[src/rtl/cpu_types_pkg.sv]
// Shared CPU/memory types: RAM handshake states plus the arbiter FSM and grant-class enums.
package cpu_types_pkg;

  localparam int WORD_BITS = 32;

  typedef logic [WORD_BITS-1:0] word_t;

  typedef enum logic [1:0] {FREE, BUSY, ACCESS, ERROR} ramstate_t;

  typedef enum logic [1:0] {IDLE, GRANT, RETRY} arb_state_t;

  typedef enum logic {ICLASS, DCLASS} arb_class_t;

endpackage

[src/rtl/ram_arbiter_rr_pick.sv]
// Round-robin picker: rotates the request vector to start at start_i and returns the first set index.
module rr_pick #(
  parameter int N  = 2,
  parameter int PW = (N > 1) ? $clog2(N) : 1
) (
  input  logic [N-1:0]  req_i,
  input  logic [PW-1:0] start_i,
  output logic          valid_o,
  output logic [PW-1:0] idx_o
);

  logic [N-1:0]  rot;
  logic [PW-1:0] off;
  logic [PW:0]   sum;

  always_comb begin
    rot     = N'({req_i, req_i} >> start_i);
    valid_o = |rot;
    off     = '0;
    // Descending scan so the lowest offset from the start pointer wins.
    for (int i = N - 1; i >= 0; i--) begin
      if (rot[i]) off = PW'(i);
    end
    sum = {1'b0, start_i} + {1'b0, off};
    if (sum >= (PW + 1)'(N)) sum = sum - (PW + 1)'(N);
    idx_o = sum[PW-1:0];
  end

endmodule

[src/rtl/ram_arbiter.sv]
// Shares one RAM port among CPUS data and instruction ports; data first, round-robin per class,
// with a starvation counter that forces an instruction grant after STARVE_LIMIT data grants.
module ram_arbiter
  import cpu_types_pkg::*;
#(
  parameter int CPUS         = 2,
  parameter int STARVE_LIMIT = 4,
  parameter int WORD_W       = 32
) (
  input  logic                        CLK,
  input  logic                        RST,
  input  logic [CPUS-1:0]             iREN,
  input  logic [CPUS-1:0][WORD_W-1:0] iaddr,
  input  logic [CPUS-1:0]             dREN,
  input  logic [CPUS-1:0]             dWEN,
  input  logic [CPUS-1:0][WORD_W-1:0] daddr,
  input  logic [CPUS-1:0][WORD_W-1:0] dstore,
  output logic [CPUS-1:0]             iwait,
  output logic [CPUS-1:0]             dwait,
  output logic [CPUS-1:0][WORD_W-1:0] iload,
  output logic [CPUS-1:0][WORD_W-1:0] dload,
  output logic [WORD_W-1:0]           ramaddr,
  output logic [WORD_W-1:0]           ramstore,
  output logic                        ramREN,
  output logic                        ramWEN,
  input  logic [WORD_W-1:0]           ramload,
  input  ramstate_t                   ramstate,
  output logic                        ram_err
);

  localparam int PW = (CPUS > 1) ? $clog2(CPUS) : 1;
  localparam int SW = $clog2(STARVE_LIMIT + 1);

  arb_state_t       state_q;
  arb_class_t       gclass_q;
  logic [PW-1:0]    gcpu_q;
  logic [PW-1:0]    d_ptr_q;
  logic [PW-1:0]    i_ptr_q;
  logic [SW-1:0]    starve_q;
  logic [WORD_W-1:0] ramaddr_q;
  logic [WORD_W-1:0] ramstore_q;
  logic [WORD_W-1:0] addr_d;
  logic [WORD_W-1:0] store_d;

  logic          d_valid, i_valid;
  logic [PW-1:0] d_idx, i_idx;
  logic          in_grant, g_req, g_done;

  function automatic logic [PW-1:0] nextPtr(input logic [PW-1:0] p);
    if (p == PW'(CPUS - 1)) return '0;
    return p + 1'b1;
  endfunction

  rr_pick #(.N(CPUS), .PW(PW)) u_dpick (
    .req_i  (dREN | dWEN),
    .start_i(d_ptr_q),
    .valid_o(d_valid),
    .idx_o  (d_idx)
  );

  rr_pick #(.N(CPUS), .PW(PW)) u_ipick (
    .req_i  (iREN),
    .start_i(i_ptr_q),
    .valid_o(i_valid),
    .idx_o  (i_idx)
  );

  assign in_grant = (state_q == GRANT);
  assign g_req    = (gclass_q == DCLASS) ? (dREN[gcpu_q] | dWEN[gcpu_q]) : iREN[gcpu_q];
  assign g_done   = in_grant && g_req && (ramstate == ACCESS);
  assign ram_err  = in_grant && g_req && (ramstate == ERROR);

  // Address/data follow the grant live; outside GRANT they hold the last driven value.
  always_comb begin
    addr_d  = ramaddr_q;
    store_d = ramstore_q;
    ramREN  = 1'b0;
    ramWEN  = 1'b0;
    if (in_grant) begin
      if (gclass_q == DCLASS) begin
        addr_d  = daddr[gcpu_q];
        store_d = dstore[gcpu_q];
        ramREN  = dREN[gcpu_q];
        ramWEN  = dWEN[gcpu_q];
      end else begin
        addr_d  = iaddr[gcpu_q];
        ramREN  = iREN[gcpu_q];
      end
    end
  end

  assign ramaddr  = addr_d;
  assign ramstore = store_d;
  assign iload    = {CPUS{ramload}};
  assign dload    = {CPUS{ramload}};

  always_comb begin
    iwait = '1;
    dwait = '1;
    if (g_done) begin
      if (gclass_q == DCLASS) dwait[gcpu_q] = 1'b0;
      else                    iwait[gcpu_q] = 1'b0;
    end
  end

  always_ff @(posedge CLK) begin
    if (RST) begin
      state_q    <= IDLE;
      gclass_q   <= ICLASS;
      gcpu_q     <= '0;
      d_ptr_q    <= '0;
      i_ptr_q    <= '0;
      starve_q   <= '0;
      ramaddr_q  <= '0;
      ramstore_q <= '0;
    end else begin
      ramaddr_q  <= addr_d;
      ramstore_q <= store_d;
      case (state_q)
        IDLE: begin
          if (d_valid || i_valid) begin
            state_q <= GRANT;
            if ((starve_q == SW'(STARVE_LIMIT) && i_valid) || !d_valid) begin
              gclass_q <= ICLASS;
              gcpu_q   <= i_idx;
              starve_q <= '0;
            end else begin
              gclass_q <= DCLASS;
              gcpu_q   <= d_idx;
              if (i_valid && starve_q != SW'(STARVE_LIMIT)) starve_q <= starve_q + 1'b1;
            end
          end
        end
        GRANT: begin
          if (!g_req) begin
            state_q <= IDLE;
          end else if (ramstate == ACCESS) begin
            state_q <= IDLE;
            if (gclass_q == DCLASS) d_ptr_q <= nextPtr(gcpu_q);
            else                    i_ptr_q <= nextPtr(gcpu_q);
          end else if (ramstate == ERROR) begin
            state_q <= RETRY;
          end
        end
        RETRY:   state_q <= GRANT;
        default: state_q <= IDLE;
      endcase
    end
  end

endmodule

[config.mk]
export PLATFORM = sky130hd
export DESIGN_NAME = ram_arbiter
export DESIGN_NICKNAME = d
export VERILOG_FILES = /design/src/rtl/cpu_types_pkg.sv /design/src/rtl/ram_arbiter_rr_pick.sv /design/src/rtl/ram_arbiter.sv
export SDC_FILE = /design/constraint.sdc
export NUM_CORES = 1
export LEC_CHECK = 0
export CAP_MARGIN = 20
export CORE_AREA = 2 2 166 168
export CTS_CLUSTER_SIZE = 14
export DETAILED_ROUTE_END_ITERATION = 12
export DIE_AREA = 0 0 168 170
export SLEW_MARGIN = 10
export SYNTH_ARGS = -nofsm -noshare
export SYNTH_HDL_FRONTEND = slang
export SYNTH_SLANG_ARGS = --single-unit
export TNS_END_PERCENT = 10
[constraint.sdc]
create_clock -name CLK -period 2.8 [get_ports CLK]
set_input_delay 0.28 -clock CLK [delete_from_list [all_inputs] [get_ports CLK]]
set_output_delay 0.28 -clock CLK [all_outputs]
set_load 0.01 [all_outputs]
# Word-level counts from Yosys, hierarchy flattened
# Cells that the tools add are included.
dict set report word_totals {
  memories 0
  output_inout_bits 199
  in_bits 234
  latchBits 0
  mem_bits_rw 0
  register_bits 73
  rom_bits 0
  word_cells 106
}
dict set report classes {
  shifts 2
  n_addsub 6
  n_eq_ne 8
  magnitude_cmp 4
  n_reduce_logical 18
  multipliers 0
  n_mux 56
  bitwise 4
  div_mod_pow 0
}
# op count
set ops {}
lappend ops {{$mux W32} 10}
lappend ops {{$mux W1} 34}
lappend ops {{$mux W2} 8}
lappend ops {{$reduce_and A4 Y1} 2}
lappend ops {{$shr A4 B1 Y2} 2}
lappend ops {{$eq A2 B2 Y1 const B} 3}
lappend ops {{$logic_and A1 B1 Y1} 6}
lappend ops {{$mux W3} 2}
lappend ops {{$pmux W2 S3} 1}
lappend ops {{$add A1 B1 Y2} 2}
lappend ops {{$ge A2 B2 Y1 const B} 2}
lappend ops {{$ne A4 B2 Y1 const B} 1}
lappend ops {{$reduce_and A2 Y1} 2}
lappend ops {{$reduce_or A2 Y1} 2}
lappend ops {{$add A3 B1 Y3 const B} 1}
lappend ops {{$eq A3 B3 Y1 const B} 1}
lappend ops {{$ne A3 B3 Y1 const B} 1}
lappend ops {{$reduce_and A3 Y1} 1}
lappend ops {{$eq A2 B1 Y1 const B} 1}
lappend ops {{$logic_not A2 Y1} 1}
lappend ops {{$logic_or A1 B1 Y1} 2}
lappend ops {{$lt A1 B2 Y1 const B} 1}
lappend ops {{$ne A2 B2 Y1 const B} 1}
lappend ops {{$not A2 Y2} 1}
lappend ops {{9 further kinds} 10}

# Depth between registers and ports, before layout
dict set report logic_depth {
  depth_word 8
  ltp_mapped 6
  mapped_depth_nobuf 6
}

# By module
# Synthesis repeated with hierarchy kept, for this count alone.
dict set report unflattened {
  cells_unflattened 522
  hier_area_um2 5257.5
}
# module seq_area_each_um2 cells_per_inst area_per_inst_um2 n_inst
set modules_own_cells {}
lappend modules_own_cells {ram_arbiter 1461.4 516 5215.0 1}
lappend modules_own_cells {rr_pick 0.0 3 21.3 2}

# Worst setup path before layout
# OpenSTA, ideal clock, no wires.
dict set report synth_path {
  kind {reg-to-output}
  from {register gcpu_q}
  to {output ramaddr[10]}
  n_path_buf 2
  path_stages_with_launch 5
  slack_ps 1113
  required_time_ps 2520
  t_arrival_ps 1407
  path_cell_list {dfxtp_1 buf_6 buf_6 mux4_2 mux2_2}
}
dict set report synth_between {
  elab_chain_len 4
  word_cells_on_any_way 6
  cone_classes {mux: 6}
}
# item line_no
set synth_rtl {}
lappend synth_rtl {{start: declaration} ram_arbiter.sv:36} ;# logic [PW-1:0] gcpu_q;
lappend synth_rtl {{start signal: assignment} ram_arbiter.sv:125} ;# gcpu_q <= i_idx;
lappend synth_rtl {{start signal: assignment} ram_arbiter.sv:129} ;# gcpu_q <= d_idx;
lappend synth_rtl {{$mux W32, on equally long branches (2 in a row)} {ram_arbiter.sv:86, ram_arbiter.sv:81}}
lappend synth_rtl {{$mux W32 (*)} ram_arbiter.sv:80} ;# if (gclass_q == DCLASS) begin
lappend synth_rtl {{$mux W32 (*)} ram_arbiter.sv:79} ;# if (in_grant) begin
lappend synth_rtl {{end: declaration} ram_arbiter.sv:22} ;# output logic [WORD_W-1:0] ramaddr,
# Mark *: on every way between the ends. The rest lies on a longest branch, timed or not. The select of a mux whose other input is x is not followed.

# Worst setup path after layout
dict set report layout_path {
  from {register gcpu_q}
  to {output ramaddr[1]}
}
# Same word-level chain as after synthesis.

==> impl_metrics.json <==
{
  "drt_iter0_markers": 167,
  "reg2reg_from": "gcpu_q",
  "synth_top_family_by_area": "multiplexers",
  "dp.cells": 992,
  "grt_util_met1_pct": 13.2,
  "wire_per_inst_um": 18.3,
  "die_h_um": 170,
  "yosys.area.top_type": "dfxtp_1",
  "ys_seq_elements": 73,
  "io_buffers": 272,
  "synth-simple-area-share_pct": 14.6,
  "worstSetupStartpoint": "gcpu_q",
  "post_layout_nonfiller_instances": 1008,
  "use_met3_pct": 4.72,
  "setup_viol": 0,
  "critPathCaptureType": "output port",
  "placementRows": 60,
  "rsz0062_at_grt": "true",
  "drv_slew": 0,
  "worstPathRequired_ns": 2.52,
  "yosysTopAreaCellShare_pct": 28.5,
  "yosysWarnings": 0,
  "hpwl_um": 14600,
  "die_w_um": 168,
  "synth_nets": 762,
  "design.die.area_um2": 28600,
  "skew_ns": 0.00826,
  "worstMarginPinSlew_ns": 0.709,
  "cts_root_buffer": "clkbuf_16",
  "syn_inst": 526,
  "finalWeightedCongestion": 0.761,
  "grt_overflow_total": 0,
  "min_period_ns": 2.69,
  "min-delay-path-class": "in2reg",
  "cp-start-kind": "register",
  "fillers": 2825,
  "postCtsSetupBuffers": 0,
  "antenna_found_initial": 0,
  "synth_seq_area_share_pct": 28.5,
  "hold_viol": 0,
  "diodes": 0,
  "netlist_area_um2": 5130,
  "final_common_cell": "clkdlybuf4s50_1",
  "groute.usage.overall_pct": 12.3,
  "irDropWorstVdd_mv": 0.302,
  "synth_area_leaders": "dfxtp_1 29%, buf_4 19%, mux4_2 14%",
  "slowest_delay_ns": 0.54,
  "start_util_pct": 19.2,
  "routed_via_density": 4.11,
  "busiest_layer": "met2",
  "slowest_stage": "dfxtp_4",
  "ctsHtreeMaxLevel": 3,
  "synthMuxAreaShare_pct": 28.0,
  "cts_tree": "built",
  "clockBufferDepth": 2,
  "p_per_area_nw_per_um2": 454,
  "slew_headroom_pct": 52.3,
  "layout_common_cells": "271 x clkdlybuf4s50_1, 71 x dfxtp_1, 65 x nor2b_1, 42 x nand2_1",
  "max_cap_viol_count": 0,
  "grtUsageMet2_pct": 22.7,
  "drc": 0,
  "max_freq_ghz": 0.371,
  "status": "completed",
  "coreArea_um2": 26700,
  "synth.distinct_cells": 42,
  "clk_latency_ns": 0.34,
  "path_max_fanout": 13,
  "yosys.area_share.adder_pct": 0.488,
  "synth-compound-area-share_pct": 5.93,
  "ant_nets": 0,
  "drive_gt1_share_pct": 15.3,
  "hold_slack_ns": 0.371,
  "via_count": 4146,
  "first_global_vias": 4193,
  "clock-sinks": 73,
  "crit_type": "reg2out",
  "async_flop_share_pct": 0,
  "cp_cell_sequence": "buf_4 -> mux4_2 -> mux2_2 -> clkdlybuf4s50_1",
  "cts_buffers": 9,
  "grt_pass1_wl_um": 26200,
  "nets": 898,
  "placed_area_um2": 7280,
  "fin_crit_sh_pct": 96.2,
  "wl_um": 18400,
  "grt_start_max_net_pins": 45,
  "drt_first_pass_iters": 4,
  "path_clk_slew_ns": 0.06,
  "synthFlopType": "dfxtp_1",
  "fin_area_um2": 7570,
  "arrival_ns": 2.41,
  "synth_xor_area_share_pct": 0,
  "p_leak_uw": 0.00267,
  "synth.avg_cell_area_um2": 9.75,
  "synth_edf_count": 0,
  "syn_to_final_growth_pct": 47.7,
  "num_io_pins": 433,
  "holdCritStartpoint": "RST"
}
==> critical path, delay by kind of cell, from the launching register on <==
kind / cells / cell delay, ns
muxes: 2 / 0.83
buffers and inverters: 2 / 0.71
DFF: 1 / 0.54
==> layout make-up <==
class                   instances  area (um^2)  share of cell area, %
repair buffers                284         2870                   37.9
multi-input cells             290         2520                   33.3
flip-flops and latches         73         1470                   19.4
well taps                     341          427                   5.64
clock buffers                   9          225                   2.98
clock inverters                 7         45.0                  0.595
inverters                       4         15.0                  0.198
==> timing repair <==
action                     4_1_cts  5_1_grt
hold buffers                     0        0
setup endpoints to repair       15        9
gates resized for setup          3        3
==> worst paths after layout <==
check / to / slack (ns) / depth (start not counted)
max: ramaddr[1] / 0.11 / 4
min: ramaddr_q[30] / 0.37 / 2
max reg2reg: ramaddr_q[6] / 0.96 / 4
min reg2reg: starve_q[1] / 0.48 / 2
==> power breakdown <==
| part | leakage (uW) | internal (uW) | switching, uW |
|---|---|---|---|
| Sequential | 0.000597 | 1110 | 34.6 |
| Combinational | 0.00194 | 750 | 434 |
| Clock | 0.000132 | 600 | 505 |
==> through the flow <==
step / power (uW) / setup TNS [ns] / worst slack, ns / utilization, %
floorplan: 1900 / 0 / 1.11 / -
global placement: 2360 / 0 / 0.282 / 27.3
detailed placement: 2370 / 0 / 0.281 / 27.3
CTS: 3530 / 0 / 0.0110 / 28.4
global route: 3640 / -0.00379 / -0.00379 / 28.4
finish: 3440 / 0 / 0.105 / 28.4
==> cell families (layout without fill, tap and decap cells) <==
group / Yosys count / in the layout
AND/OR/NAND/NOR: 136 / 136
multiplexers: 99 / 99
flip-flops: 73 / 73
AO/OA/AOI/OAI: 53 / 53
buffers and inverters: 163 / 304
adder cells (fa/ha/maj): 2 / 2
==> layer usage <==
metal | share of wire (%) | routed length (um)
met3 | 10 | 1870
met2 | 51 | 9420
met5 | 0 | 0
met1 | 37 | 6880
met4 | 1.5 | 271
==> cells in the mapped netlist (all sizes together) (3+ instances only) <==
| master | n |
|---|---|
| nand2 | 42 |
| buf | 143 |
| nor2 | 6 |
| nor2b | 66 |
| dfxtp | 73 |
| o21ai | 35 |
| mux2i | 32 |
| clkbuf | 16 |
| mux2 | 35 |
| and3b | 3 |
| and2 | 3 |
| mux4 | 32 |
| a21oi | 6 |
| inv | 4 |
==> registers in the layout (all words and copies together), names as in the netlist <==
name / flops
d_ptr_q: 1
gclass_q: 1
gcpu_q: 1
i_ptr_q: 1
ramaddr_q: 32
ramstore_q: 32
starve_q: 3
state_q: 2
(Power assumes the default switching activity.)
